File: src/rtl/type_param_rr_arb_if.sv
// Requester/consumer bundle for type_param_rr_arb; the payload type and requester
// count travel with the interface so both ends agree on widths.
interface type_param_rr_arb_if #(
  parameter int NREQ = 4,
  parameter type data_t = logic [7:0],
  localparam int IDX_W = (NREQ > 1) ? $clog2(NREQ) : 1
) ();

  logic [NREQ-1:0]  req_valid;
  data_t            req_data [NREQ];
  logic [NREQ-1:0]  req_ready;
  logic             out_valid;
  data_t            out_data;
  logic [IDX_W-1:0] out_src;
  logic             out_ready;
  logic [15:0]      xfer_count;

  // Arbiter side
  modport master (
    input  req_valid, req_data, out_ready,
    output req_ready, out_valid, out_data, out_src, xfer_count
  );

  // Producer/consumer side
  modport slave (
    output req_valid, req_data, out_ready,
    input  req_ready, out_valid, out_data, out_src, xfer_count
  );

endinterface

File: src/rtl/type_param_rr_arb.sv
// Round-robin arbiter sharing one registered valid/ready output between NREQ
// requesters, with the payload carried as a type parameter.
module type_param_rr_arb #(
  parameter int NREQ = 4,
  parameter type data_t = logic [7:0],
  localparam int IDX_W = (NREQ > 1) ? $clog2(NREQ) : 1
) (
  input logic clk,
  input logic rst,
  type_param_rr_arb_if.master bus
);

  typedef enum logic {IDLE, HOLD} state_e;

  state_e           state_q, state_d;
  logic [IDX_W-1:0] ptr_q, ptr_d;
  logic [IDX_W-1:0] src_q;
  data_t            data_q;
  logic [15:0]      xfer_q;

  logic [IDX_W:0]   idx;
  logic [IDX_W-1:0] grant;
  logic             hit;
  logic             canLoad;
  logic             load;
  logic             handshake;

  // Scan from the highest offset down so the requester nearest ptr wins
  always_comb begin
    idx   = '0;
    grant = '0;
    hit   = 1'b0;
    for (int off = NREQ - 1; off >= 0; off--) begin
      idx = {1'b0, ptr_q} + (IDX_W+1)'(off);
      if (idx >= (IDX_W+1)'(NREQ)) begin
        idx = idx - (IDX_W+1)'(NREQ);
      end
      if (bus.req_valid[idx[IDX_W-1:0]]) begin
        hit   = 1'b1;
        grant = idx[IDX_W-1:0];
      end
    end
  end

  assign canLoad   = (state_q == IDLE) || bus.out_ready;
  assign load      = canLoad && hit;
  assign handshake = (state_q == HOLD) && bus.out_ready;

  always_ff @(posedge clk) begin
    if (rst) begin
      state_q <= IDLE;
    end else begin
      state_q <= state_d;
    end
  end

  always_comb begin
    state_d = state_q;
    if (load) begin
      state_d = HOLD;
    end else if (handshake) begin
      state_d = IDLE;
    end
  end

  always_comb begin
    bus.req_ready = '0;
    if (load && !rst) begin
      bus.req_ready[grant] = 1'b1;
    end
  end

  always_comb begin
    ptr_d = ptr_q;
    if (load) begin
      ptr_d = (grant == IDX_W'(NREQ - 1)) ? '0 : grant + 1'b1;
    end
  end

  always_ff @(posedge clk) begin
    if (rst) begin
      ptr_q  <= '0;
      src_q  <= '0;
      data_q <= '0;
      xfer_q <= '0;
    end else begin
      ptr_q <= ptr_d;
      if (load) begin
        src_q  <= grant;
        data_q <= bus.req_data[grant];
      end
      if (handshake) begin
        xfer_q <= xfer_q + 16'd1;
      end
    end
  end

  assign bus.out_valid  = (state_q == HOLD);
  assign bus.out_data   = data_q;
  assign bus.out_src    = src_q;
  assign bus.xfer_count = xfer_q;

endmodule

File: src/flat_wrapper.sv
// flat-port wrapper written by rule: the top's interface ports become plain ports
module type_param_rr_arb_flat 
#(
  parameter int NREQ = 4,
  parameter type data_t = logic [7:0],
  localparam int IDX_W = (NREQ > 1) ? $clog2(NREQ) : 1
)
  (clk, rst, bus_req_valid, bus_req_data, bus_out_ready, bus_req_ready, bus_out_valid, bus_out_data, bus_out_src, bus_xfer_count);
  type_param_rr_arb_if #(.NREQ(NREQ), .data_t(data_t)) bus_i ();
  input logic clk;
  input logic rst;
  input wire logic [$bits(bus_i.req_valid)-1:0] bus_req_valid;
  input wire logic [$bits(bus_i.req_data)-1:0] bus_req_data;
  input wire logic [$bits(bus_i.out_ready)-1:0] bus_out_ready;
  output wire logic [$bits(bus_i.req_ready)-1:0] bus_req_ready;
  output wire logic [$bits(bus_i.out_valid)-1:0] bus_out_valid;
  output wire logic [$bits(bus_i.out_data)-1:0] bus_out_data;
  output wire logic [$bits(bus_i.out_src)-1:0] bus_out_src;
  output wire logic [$bits(bus_i.xfer_count)-1:0] bus_xfer_count;
  assign bus_i.req_valid = bus_req_valid;
  assign bus_i.req_data = {>>{bus_req_data}};
  assign bus_i.out_ready = bus_out_ready;
  assign bus_req_ready = bus_i.req_ready;
  assign bus_out_valid = bus_i.out_valid;
  assign bus_out_data = bus_i.out_data;
  assign bus_out_src = bus_i.out_src;
  assign bus_xfer_count = bus_i.xfer_count;
  type_param_rr_arb #(.NREQ(NREQ), .data_t(data_t)) u_core (.clk(clk), .rst(rst), .bus(bus_i));
endmodule
File: config.mk
export PLATFORM = sky130hd
export DESIGN_NAME = type_param_rr_arb_flat
export DESIGN_NICKNAME = d
export VERILOG_FILES = /design/src/rtl/type_param_rr_arb_if.sv /design/src/rtl/type_param_rr_arb.sv /design/src/flat_wrapper.sv
export SDC_FILE = /design/constraint.sdc
export NUM_CORES = 1
export LEC_CHECK = 0
export ABC_AREA = 1
export BUFFER_PORTS_ARGS = -buffer_cell sky130_fd_sc_hd__buf_2
export CORE_MARGIN = 1.5
export CORE_UTILIZATION = 49
export CTS_CLUSTER_DIAMETER = 200
export DETAILED_ROUTE_END_ITERATION = 10
export HOLD_SLACK_MARGIN = 0.12
export PLACE_DENSITY = 0.8
export SLEW_MARGIN = 10
export SYNTH_ARGS = -nofsm -noshare
export SYNTH_HDL_FRONTEND = slang
export SYNTH_SLANG_ARGS = --single-unit
File: constraint.sdc
create_clock -name clk -period 2.5 [get_ports clk]
set_clock_uncertainty 0.05 [all_clocks]
set_input_delay 0.5 -clock clk [delete_from_list [all_inputs] [get_ports clk]]
set_output_delay 0.5 -clock clk [all_outputs]
set_load 0.05 [all_outputs]
==> reports/results.tsv, run 1 <==
metric	value	unit
final setup vio count	0	
count leader, synth	nand2_1	
layout cells sized above 1	33.3	%
min Tclk post-route	2460	ps
highest ir drop seen on vdd	0.00124	V
syn nets	323	
f_max	0.407	GHz
CP top delay family	simple AND/OR/NAND/NOR gates	
first-pass GRT wire length	7250	um
WL final	4400	um
CP max stage delay	370	ps
Simple-Gate Fraction of Synth Area	43.7	%
# IOs	70	
Critical Path RT	1950	ps
DRC	0	
mux share of post-synthesis cell area	0	%
top post-synthesis cells by count	72 x nand2_1, 38 x inv_1, 29 x dfxtp_1, 29 x nor2_1, 26 x nand3_1	
full die area	4050	um^2
Lkg Pwr	1.28	nW
Die H	63.6	um
Core Area	3440	um^2
post-cts hold buffer count	0	
Worst-path clk slew	60	ps
ys async rst share	0	%
via/cell ratio	4.89	
CTS Root Cell	clkbuf_8	
crit path launch type	register	
Fillers	323	
Synth Cell Area	1800	um^2
P per Cell Area	1270	nW/um^2
Hold Crit Class	register to register	
GR Util All Layers	22.6	%
Synth Warn #	0	
Post-Synthesis Cells	282	
CTS tree	yes	
worst rel slew slack	71.4	%
Yosys reg bits	29	
final hold violations	0	
Initial DRT Pass Iterations	4	
worst-margin pin slew	426	ps
H-tree depth	2	
TritonCTS Sinks	29	
Final #Nets	403	
Crit Path Max Fanout	7	
Clk Latency, worst-skew pair	270	ps
Initial Utilization	52.3	%
CP max stage cell	dfxtp_4	
Antenna diodes	0	
Netlist cell types	30	
CTS max path bufs	2	
worst path cell trace	buf_6 -> o21ai_4 -> nand2_2 -> nand2_1 -> nand2_2 -> nand3_4 -> nand2_8 -> inv_6 -> ha_2 -> inv_1 -> nor2_2 -> buf_6	
Detail Route Antenna Nets	0	
Compound-Gate Fraction of Synth Area	9.31	%
post-layout power	3.07	mW
antenna violations before repair	0	
Rows	21	
post-synthesis adder-cell area fraction	1.39	%
Post-Layout Cell Count	409	
number of global-route vias before repair	1772	
max_cap viols	0	
Die Wd	63.6	um
Post-synth EDFFs	0	
largest net degree at the start of global routing	21	
via count	2000	
number of I/O port buffers	69	
gpl congestion	0.855	
RSZ-0062 raised after global routing	true	
Final Cycle Share	98.3	%
post-DR wirelength/cell	10.8	um
register area share after synthesis	32.2	%
HPWL Detailed	3420	um
main flop type after synthesis	dfxtp_1	
top-area cell type share of the netlist area	32.2	%
GR Overflow Total	0	
XOR/XNOR Fraction of Synth Area	0.972	%
area delta synth->final	34.0	%
crit path kind	register to output port	
Synth area leaders	dfxtp_1 32%, nand2_1 15%, inv_1 7.9%	
placed cells	400	
largest family of logic cells by synthesized area	simple AND/OR/NAND/NOR gates	
crit path buf inv count	4	
outcome	completed	
dominant cell type by area after synthesis	dfxtp_1	
crit path DAT	1910	ps
mean post-synth cell area	6.39	um^2
Slew Limit Fails	0	
total CTS buffers	5	
crit path capture type	output port	
DR iter-0 viols	101	
==> final timing paths <==
path,from,end,slack [ps],cells past startpoint
min,u_core.bus.xfer_count[14],u_core.bus.xfer_count[14],440,2
min reg2reg,u_core.bus.xfer_count[14],u_core.bus.xfer_count[14],440,2
max reg2reg,u_core.ptr_q[0],u_core.bus.out_data[4],620,13
max,u_core.ptr_q[0],bus_req_ready[2],40,12
==> per-stage QoR <==
step                      hold WS (ps)  setup slack [ps]  area (um^2)  utilization [%]  setup TNS (ps)
after global routing               485             -70.6         2410             70.1           -70.6
after floorplan                    534             -73.6         1830                -            -127
after global placement             427               103         2260             65.6               0
final                              441              41.6         2410             70.1               0
after CTS                          443              19.2         2350             68.3               0
after detailed placement           434              28.0         2260             65.6               0
==> worst min-delay path: stages (launching register included) <==
cell and delay (ps):
dfxtp_1 300, inv_1 80, a21oi_1 60
==> placed cells by master (no fill, tap or decap), drive strengths merged <==
cell type,Yosys,routed
and3,5,5
dfxtp,29,29
ha,2,2
o21a,2,2
nand3b,4,4
o21ai,15,15
a21oi,13,13
inv,44,44
clkbuf,3,9
buf,5,80
nand2,82,82
nor4,1,1
or2,1,1
nand4,5,5
nand3,30,30
nor3,9,9
nor2,29,29
xor2,2,2
a41oi,1,1
==> layout make-up <==
| type | count | area, um^2 | share of cell area (%) |
|---|---|---|---|
| clock buffer | 8 | 80.1 | 3.32 |
| inverter | 44 | 175 | 7.26 |
| multi-input combinational | 201 | 1060 | 44.0 |
| sequential | 29 | 586 | 24.3 |
| tap | 46 | 57.6 | 2.38 |
| timing repair buffer | 81 | 453 | 18.8 |
==> timing repair <==
| action | 4_1_cts | 5_1_grt |
|---|---|---|
| gates resized for setup | 6 | 17 |
| gates cloned | 0 | 0 |
| endpoints found under the setup margin | 4 | 4 |
| hold endpoints to repair | 0 | 0 |
| pin swaps | 0 | 2 |
| setup buffers | 0 | 1 |
==> per-layer routing <==
metal,vias to the layer above,GRT usage (%),part of all wire [%]
met1,880,26.3,45
met3,4,6.61,5.5
met4,0,6.52,0.86
li1,1053,-,-
met5,-,0,0
met2,63,39.7,49
==> registers in the layout (all words and copies together) (netlist names) <==
register and flops:
u_core.ptr_q 2, u_core.bus.xfer_count 16, u_core.bus.out_valid 1, u_core.bus.out_data 8, u_core.bus.out_src 2
==> report_power, final <==
| group | internal, mW | switching (mW) |
|---|---|---|
| sequential | 0.568 | 0.0756 |
| combinational | 0.710 | 1.36 |
| clock | 0.197 | 0.159 |
==> kinds of logic after synthesis <==
logic type	count (synthesis)
adder cells (fa/ha/maj)	2
AND/OR/NAND/NOR	166
buffers and inverters	52
XOR/XNOR	2
flip-flops	29
AO/OA/AOI/OAI	31
Power figures use the tool's default switching activity.
==> run 2, diff against run 1 <==
--- a/config.mk
+++ b/config.mk
@@ -7,12 +7,13 @@
 export LEC_CHECK = 0
 export ABC_AREA = 1
 export BUFFER_PORTS_ARGS = -buffer_cell sky130_fd_sc_hd__buf_2
-export CORE_MARGIN = 1.5
+export CORE_MARGIN = 2
 export CORE_UTILIZATION = 49
 export CTS_CLUSTER_DIAMETER = 200
 export DETAILED_ROUTE_END_ITERATION = 10
 export HOLD_SLACK_MARGIN = 0.12
 export PLACE_DENSITY = 0.8
+export SETUP_SLACK_MARGIN = 0.4
 export SLEW_MARGIN = 10
 export SYNTH_ARGS = -nofsm -noshare
 export SYNTH_HDL_FRONTEND = slang
==> run 2 against run 1 <==
Sequential share of layout area decreased by 2.5 points. Clock power up 42%. Critical endpoint is now bus_req_ready[0]. Critical path depth shrank 2.
==> reports/results.tsv, run 2 (synthesis gave the netlist of run 1 again) <==
metric	value	unit
Area after DPL	2320	um^2
GR Util met2	42.4	%
max_cap viols	0	
Fillers	309	
placed cells	402	
CTS tree	yes	
largest net degree at the start of global routing	21	
Psw	1.79	mW
Slew Limit Fails	0	
first-pass GRT wire length	7850	um
Lkg Pwr	1.40	nW
worst r2r dst	u_core.bus.out_src[1]	
Crit Path Max Fanout	6	
Initial DRT Pass Iterations	4	
final hold violations	0	
CTS max path bufs	2	
full die area	4180	um^2
Hold Path Stages	2	
GR Overflow Total	0	
Detail Route Antenna Nets	0	
number of global-route vias before repair	1922	
HPWL Detailed	3340	um
Core Area	3610	um^2
highest ir drop seen on vdd	0.00105	V
crit path kind	register to output port	
Rows	22	
total CTS buffers	5	
Largest register FFs	16	
M1 GR Usage	27.9	%
worst r2r src	u_core.ptr_q[0]	
CP top delay family	simple AND/OR/NAND/NOR gates	
final setup vio count	0	
Initial Utilization	50.0	%
min Tclk post-route	2410	ps
grt met3 use	4.51	%
reg2reg path depth	11	
switching portion of total power	49.0	%
Top Usage Layer GRT	met2	
Critical Path RT	1950	ps
Final #Nets	416	
# IOs	70	
Post-Layout Cell Count	424	
via/cell ratio	4.96	
post-DR wirelength/cell	11.4	um
sequential share of power	17.5	%
most frequent cells in the layout	65 x buf_2, 59 x nand2_1, 36 x inv_1	
worst path cell trace	buf_6 -> o21ai_4 -> nand2_2 -> nand2_2 -> nand2_2 -> nand3_4 -> nand2_4 -> buf_6 -> nor3_4 -> buf_6	
f_max	0.415	GHz
crit path launch type	register	
Finished Cell Area	2690	um^2
Final Cycle Share	96.5	%
gpl congestion	0.819	
GR Util All Layers	23.7	%
P per Cell Area	1360	nW/um^2
Comb pwr share	68.8	%
Internal	1.87	mW
layout cells sized above 1	40.2	%
Clk Latency, worst-skew pair	290	ps
Hold Path Sink	u_core.bus.xfer_count[12]	
RSZ-0062 raised after global routing	true	
via count	2102	
CP max stage delay	380	ps
clock power share	13.8	%
post-cts hold buffer count	0	
worst-margin pin slew	367	ps
TritonCTS Sinks	29	
CP max stage cell	dfxtp_4	
DRC	0	
worst rel slew slack	75.3	%
Die H	64.6	um
commonest non-fill, non-tap cell in the layout	buf_2	
DR iter-0 viols	75	
R2R setup slack	570	ps
Hold Crit Class	register to register	
outcome	completed	
H-tree depth	2	
crit path DAT	1860	ps
Worst-path clk slew	60	ps
WL final	4830	um
crit path buf inv count	3	
antenna violations before repair	0	
number of I/O port buffers	69	
area delta synth->final	49.5	%
crit path capture type	output port	
TNS Setup	0	ps
Antenna diodes	0	
Worst Min Path Start	u_core.bus.xfer_count[12]	
Die Wd	64.6	um
CTS Root Cell	clkbuf_8	
==> run 2: cell count changes in the layout (fill, tap and decap cells not counted), sizes merged <==
cell,change
buf,+14
bufinv,+1
clkbuf,-2
==> run 2: cell type report <==
cell class                      instances  area [um^2]  area share [%]
Clock buffer                            7         86.3            3.20
Clock inverter                          1         30.0            1.11
Tap cell                               48         60.1            2.23
Timing Repair Buffer                   94          569            21.1
Inverter                               44          193            7.15
Multi-Input combinational cell        201         1170            43.4
Sequential cell                        29          586            21.7
==> run 2: routing by layer <==
metal | vias up | part of all wire, %
met5 | - | 0
met4 | 0 | 1.7
met3 | 11 | 5.4
met2 | 69 | 49
met1 | 939 | 44
li1 | 1083 | -
==> run 2: power by group through the flow <==
stage | Combinational [mW] | Clock (mW) | Sequential (mW)
after floorplan | 1.32 | 0 | 0.889
after global placement | 1.95 | 0 | 0.644
after detailed placement | 1.97 | 0 | 0.644
after CTS | 2.34 | 0.505 | 0.636
after global routing | 2.72 | 0.521 | 0.651
final | 2.52 | 0.504 | 0.639
==> run 2: worst register-to-register path, delay by kind of cell, from the launching register on <==
| kind | cells | cell delay [ps] |
|---|---|---|
| AO/OA/AOI/OAI | 2 | 260 |
| AND/OR/NAND/NOR | 4 | 500 |
| buffers and inverters | 5 | 600 |
| flip-flops | 1 | 400 |
==> run 2: worst max-delay path by stage <==
stage / start / to / slack, ps / cells after the start
final: u_core.ptr_q[0] / bus_req_ready[0] / 90 / 10
after floorplan: bus_req_valid[3] / bus_req_ready[1] / 150 / 9
after CTS: u_core.ptr_q[0] / bus_req_ready[0] / 130 / 11
after global routing: u_core.ptr_q[0] / bus_req_ready[0] / 30 / 11
after global placement: u_core.ptr_q[0] / bus_req_ready[1] / 50 / 12
after detailed placement: bus_req_valid[3] / bus_req_ready[2] / 20 / 12
==> run 2: what timing repair did <==
| item | 4_1_cts | 5_1_grt |
|---|---|---|
| setup buffers | 8 | 6 |
| resized for setup | 33 | 13 |
| setup endpoints to repair | 8 | 4 |
| pin swaps | 14 | 9 |
| hold endpoints to repair | 0 | 0 |
==> run 2: metrics by stage <==
step | setup WS, ps | hold WS (ps) | utilization [%] | power (mW)
2_1_floorplan | 149 | 544 | - | 2.20
3_3_place_gp | 54.7 | 428 | 64.3 | 2.60
3_5_place_dp | 24.7 | 433 | 64.3 | 2.62
4_1_cts | 127 | 442 | 71.9 | 3.48
5_1_grt | 28.3 | 477 | 74.7 | 3.89
6_report | 87.9 | 438 | 74.7 | 3.66
==> run 3, diff against run 2 <==
--- a/config.mk
+++ b/config.mk
@@ -5,14 +5,13 @@
 export SDC_FILE = /design/constraint.sdc
 export NUM_CORES = 1
 export LEC_CHECK = 0
-export ABC_AREA = 1
 export BUFFER_PORTS_ARGS = -buffer_cell sky130_fd_sc_hd__buf_2
 export CORE_MARGIN = 2
-export CORE_UTILIZATION = 49
+export CORE_UTILIZATION = 46
 export CTS_CLUSTER_DIAMETER = 200
 export DETAILED_ROUTE_END_ITERATION = 10
 export HOLD_SLACK_MARGIN = 0.12
-export PLACE_DENSITY = 0.8
+export PLACE_DENSITY = 0.79
 export SETUP_SLACK_MARGIN = 0.4
 export SLEW_MARGIN = 10
 export SYNTH_ARGS = -nofsm -noshare
==> run 3 against run 2 <==
Critical path depth down 3. Synthesized area shrank 16%. Final area down 20%. Core utilization down 5.7 points. Setup slack gained 210 ps. Count of clock-buffer cells in the layout did not move. Critical endpoint is now bus_req_ready[3]. Highest routed layer unchanged.
==> reports/results.tsv, run 3 <==
metric	value	unit
outcome	completed	
Antenna diodes	0	
Largest register FFs	16	
GR Overflow Total	0	
worst path cell trace	a21o_1 -> a21oi_2 -> o22a_2 -> buf_12 -> inv_1 -> nor2_4 -> buf_8	
# IOs	70	
GR Util All Layers	22.1	%
antenna violations before repair	0	
HPWL Detailed	2630	um
TritonCTS Sinks	29	
most frequent cells in the layout	64 x buf_2, 26 x dfxtp_1, 20 x nor2_1	
Finished Cell Area	2140	um^2
f_max	0.454	GHz
CP max stage delay	360	ps
Synth area leaders	dfxtp_1 38%, mux2i_1 11%, o221ai_2 7.9%	
CP max stage cell	dfxtp_2	
Die H	61.5	um
Crit Path Max Fanout	5	
CTS Root Cell	clkbuf_4	
highest ir drop seen on vdd	0.000437	V
CTS max path bufs	2	
via/cell ratio	5.08	
Core Area	3100	um^2
syn nets	208	
mean post-synth cell area	9.10	um^2
CP top delay family	compound AO/OA/AOI/OAI gates	
number of global-route vias before repair	1407	
Lkg Pwr	0.964	nW
Hold Crit Class	register to register	
Worst-path clk slew	90	ps
Rows	20	
count leader, synth	dfxtp_1	
top post-synthesis cells by count	29 x dfxtp_1, 24 x nor2_1, 18 x nand2_1, 16 x mux2i_1	
WL final	3790	um
Fin Hold WS	424	ps
Post-synth EDFFs	0	
crit path kind	register to output port	
worst rel slew slack	61.6	%
TNS Setup	0	ps
Initial Utilization	49.0	%
min Tclk post-route	2200	ps
register area share after synthesis	38.2	%
Area after DPL	1950	um^2
full die area	3780	um^2
gpl congestion	0.835	
Synth Cell Area	1520	um^2
final setup vio count	0	
post-DR wirelength/cell	13.0	um
worst-margin pin slew	573	ps
Initial DRT Pass Iterations	5	
Synth Warn #	0	
Clk Latency, worst-skew pair	340	ps
Final #Nets	289	
Netlist cell types	33	
CTS tree	yes	
H-tree depth	2	
Yosys reg bits	29	
number of I/O port buffers	69	
Die Wd	61.5	um
post-layout power	1.24	mW
layout cells sized above 1	46.4	%
Post-Synthesis Cells	167	
ys async rst share	0	%
final hold violations	0	
Final Cycle Share	88.2	%
main flop type after synthesis	dfxtp_1	
dominant cell type by area after synthesis	dfxtp_1	
Detail Route Antenna Nets	0	
top-area cell type share of the netlist area	38.2	%
Final Core Density	69.0	%
P per Cell Area	578	nW/um^2
crit path DAT	1650	ps
first-pass GRT wire length	6140	um
crit path buf inv count	3	
Slew Limit Fails	0	
crit path capture type	output port	
Critical Path RT	1950	ps
RSZ-0062 raised after global routing	true	
DR iter-0 viols	75	
largest net degree at the start of global routing	23	
total CTS buffers	5	
via count	1484	
max_cap viols	0	
crit path launch type	register	
DRC	0	
post-cts hold buffer count	0	
commonest non-fill, non-tap cell in the layout	buf_2	
area delta synth->final	41.0	%
[run 3: cell count changes in the layout (fill, tap and decap cells not counted), moves of 7 or more]
| cell | delta |
|---|---|
| o21ai_0 | -11 |
| nand3_1 | -15 |
| inv_1 | -30 |
| mux2i_1 | +16 |
| nand2_2 | -16 |
| xnor2_1 | +7 |
| nand2_1 | -41 |
| o221ai_2 | +8 |
| buf_4 | -11 |
[run 3: cells by family (layout without fill, tap and decap cells)]
family                   Yosys count  after routing  synth area share, %
XOR/XNOR                          14             14                 8.07
flip-flops                        29             29                 38.2
AO/OA/AOI/OAI                     25             25                 16.1
AND/OR/NAND/NOR                   66             66                 20.9
multiplexers                      16             16                 10.5
adder cells (fa/ha/maj)            2              2                 1.65
buffers and inverters             15             96                 4.53
[run 3: layout make-up]
| class | count | area, um^2 |
|---|---|---|
| inverters | 9 | 36.3 |
| clock buffers | 7 | 55.1 |
| flip-flops and latches | 29 | 587 |
| well taps | 44 | 55.1 |
| fillers | 266 | 961 |
| multi-input cells | 123 | 930 |
| repair buffers | 80 | 479 |
[run 3: power by group]
| group | leakage, nW | internal [mW] | switching [mW] | total, mW |
|---|---|---|---|---|
| clock | 0.0314 | 0.132 | 0.159 | 0.292 |
| combinational | 0.695 | 0.168 | 0.257 | 0.426 |
| sequential | 0.238 | 0.496 | 0.0258 | 0.521 |
[run 3: worst paths after layout]
path	start	end	slack (ps)	depth (start not counted)
max	u_core.ptr_q[1]	bus_req_ready[3]	300	7
min reg2reg	u_core.bus.out_data[4]	u_core.bus.out_data[4]	420	2
min	u_core.bus.out_data[4]	u_core.bus.out_data[4]	420	2
max reg2reg	u_core.ptr_q[1]	u_core.bus.out_data[4]	740	7
[run 3: routing by layer]
metal  global-route usage (%)  vias to the layer above  wire, um
met2                     37.8                       56      1900
met3                     5.88                        7       246
li1                         -                      747         -
met1                     25.6                      674      1580
met5                        0                        -         0
met4                     10.0                        0        58
[run 3: worst register-to-register path, cell delays in order, from the launching register on]
cell and delay [ps]:
dfxtp_2 360, a21o_1 170, a21oi_2 130, o22a_2 200
buf_12 120, buf_4 220, mux2i_1 270, o221ai_2 120
[run 3: stage by stage]
step,instances,setup WS [ps]
detailed placement,279,182
CTS,290,312
finish,292,295
floorplan,167,424
global placement,279,204
global route,292,234
[run 3: what timing repair did]
item / CTS / global route
endpoints found under the setup margin: 4 / 4
gates resized for setup: 19 / 5
cloned: 0 / 0
pin swaps: 5 / 5
buffers inserted: 4 / 2
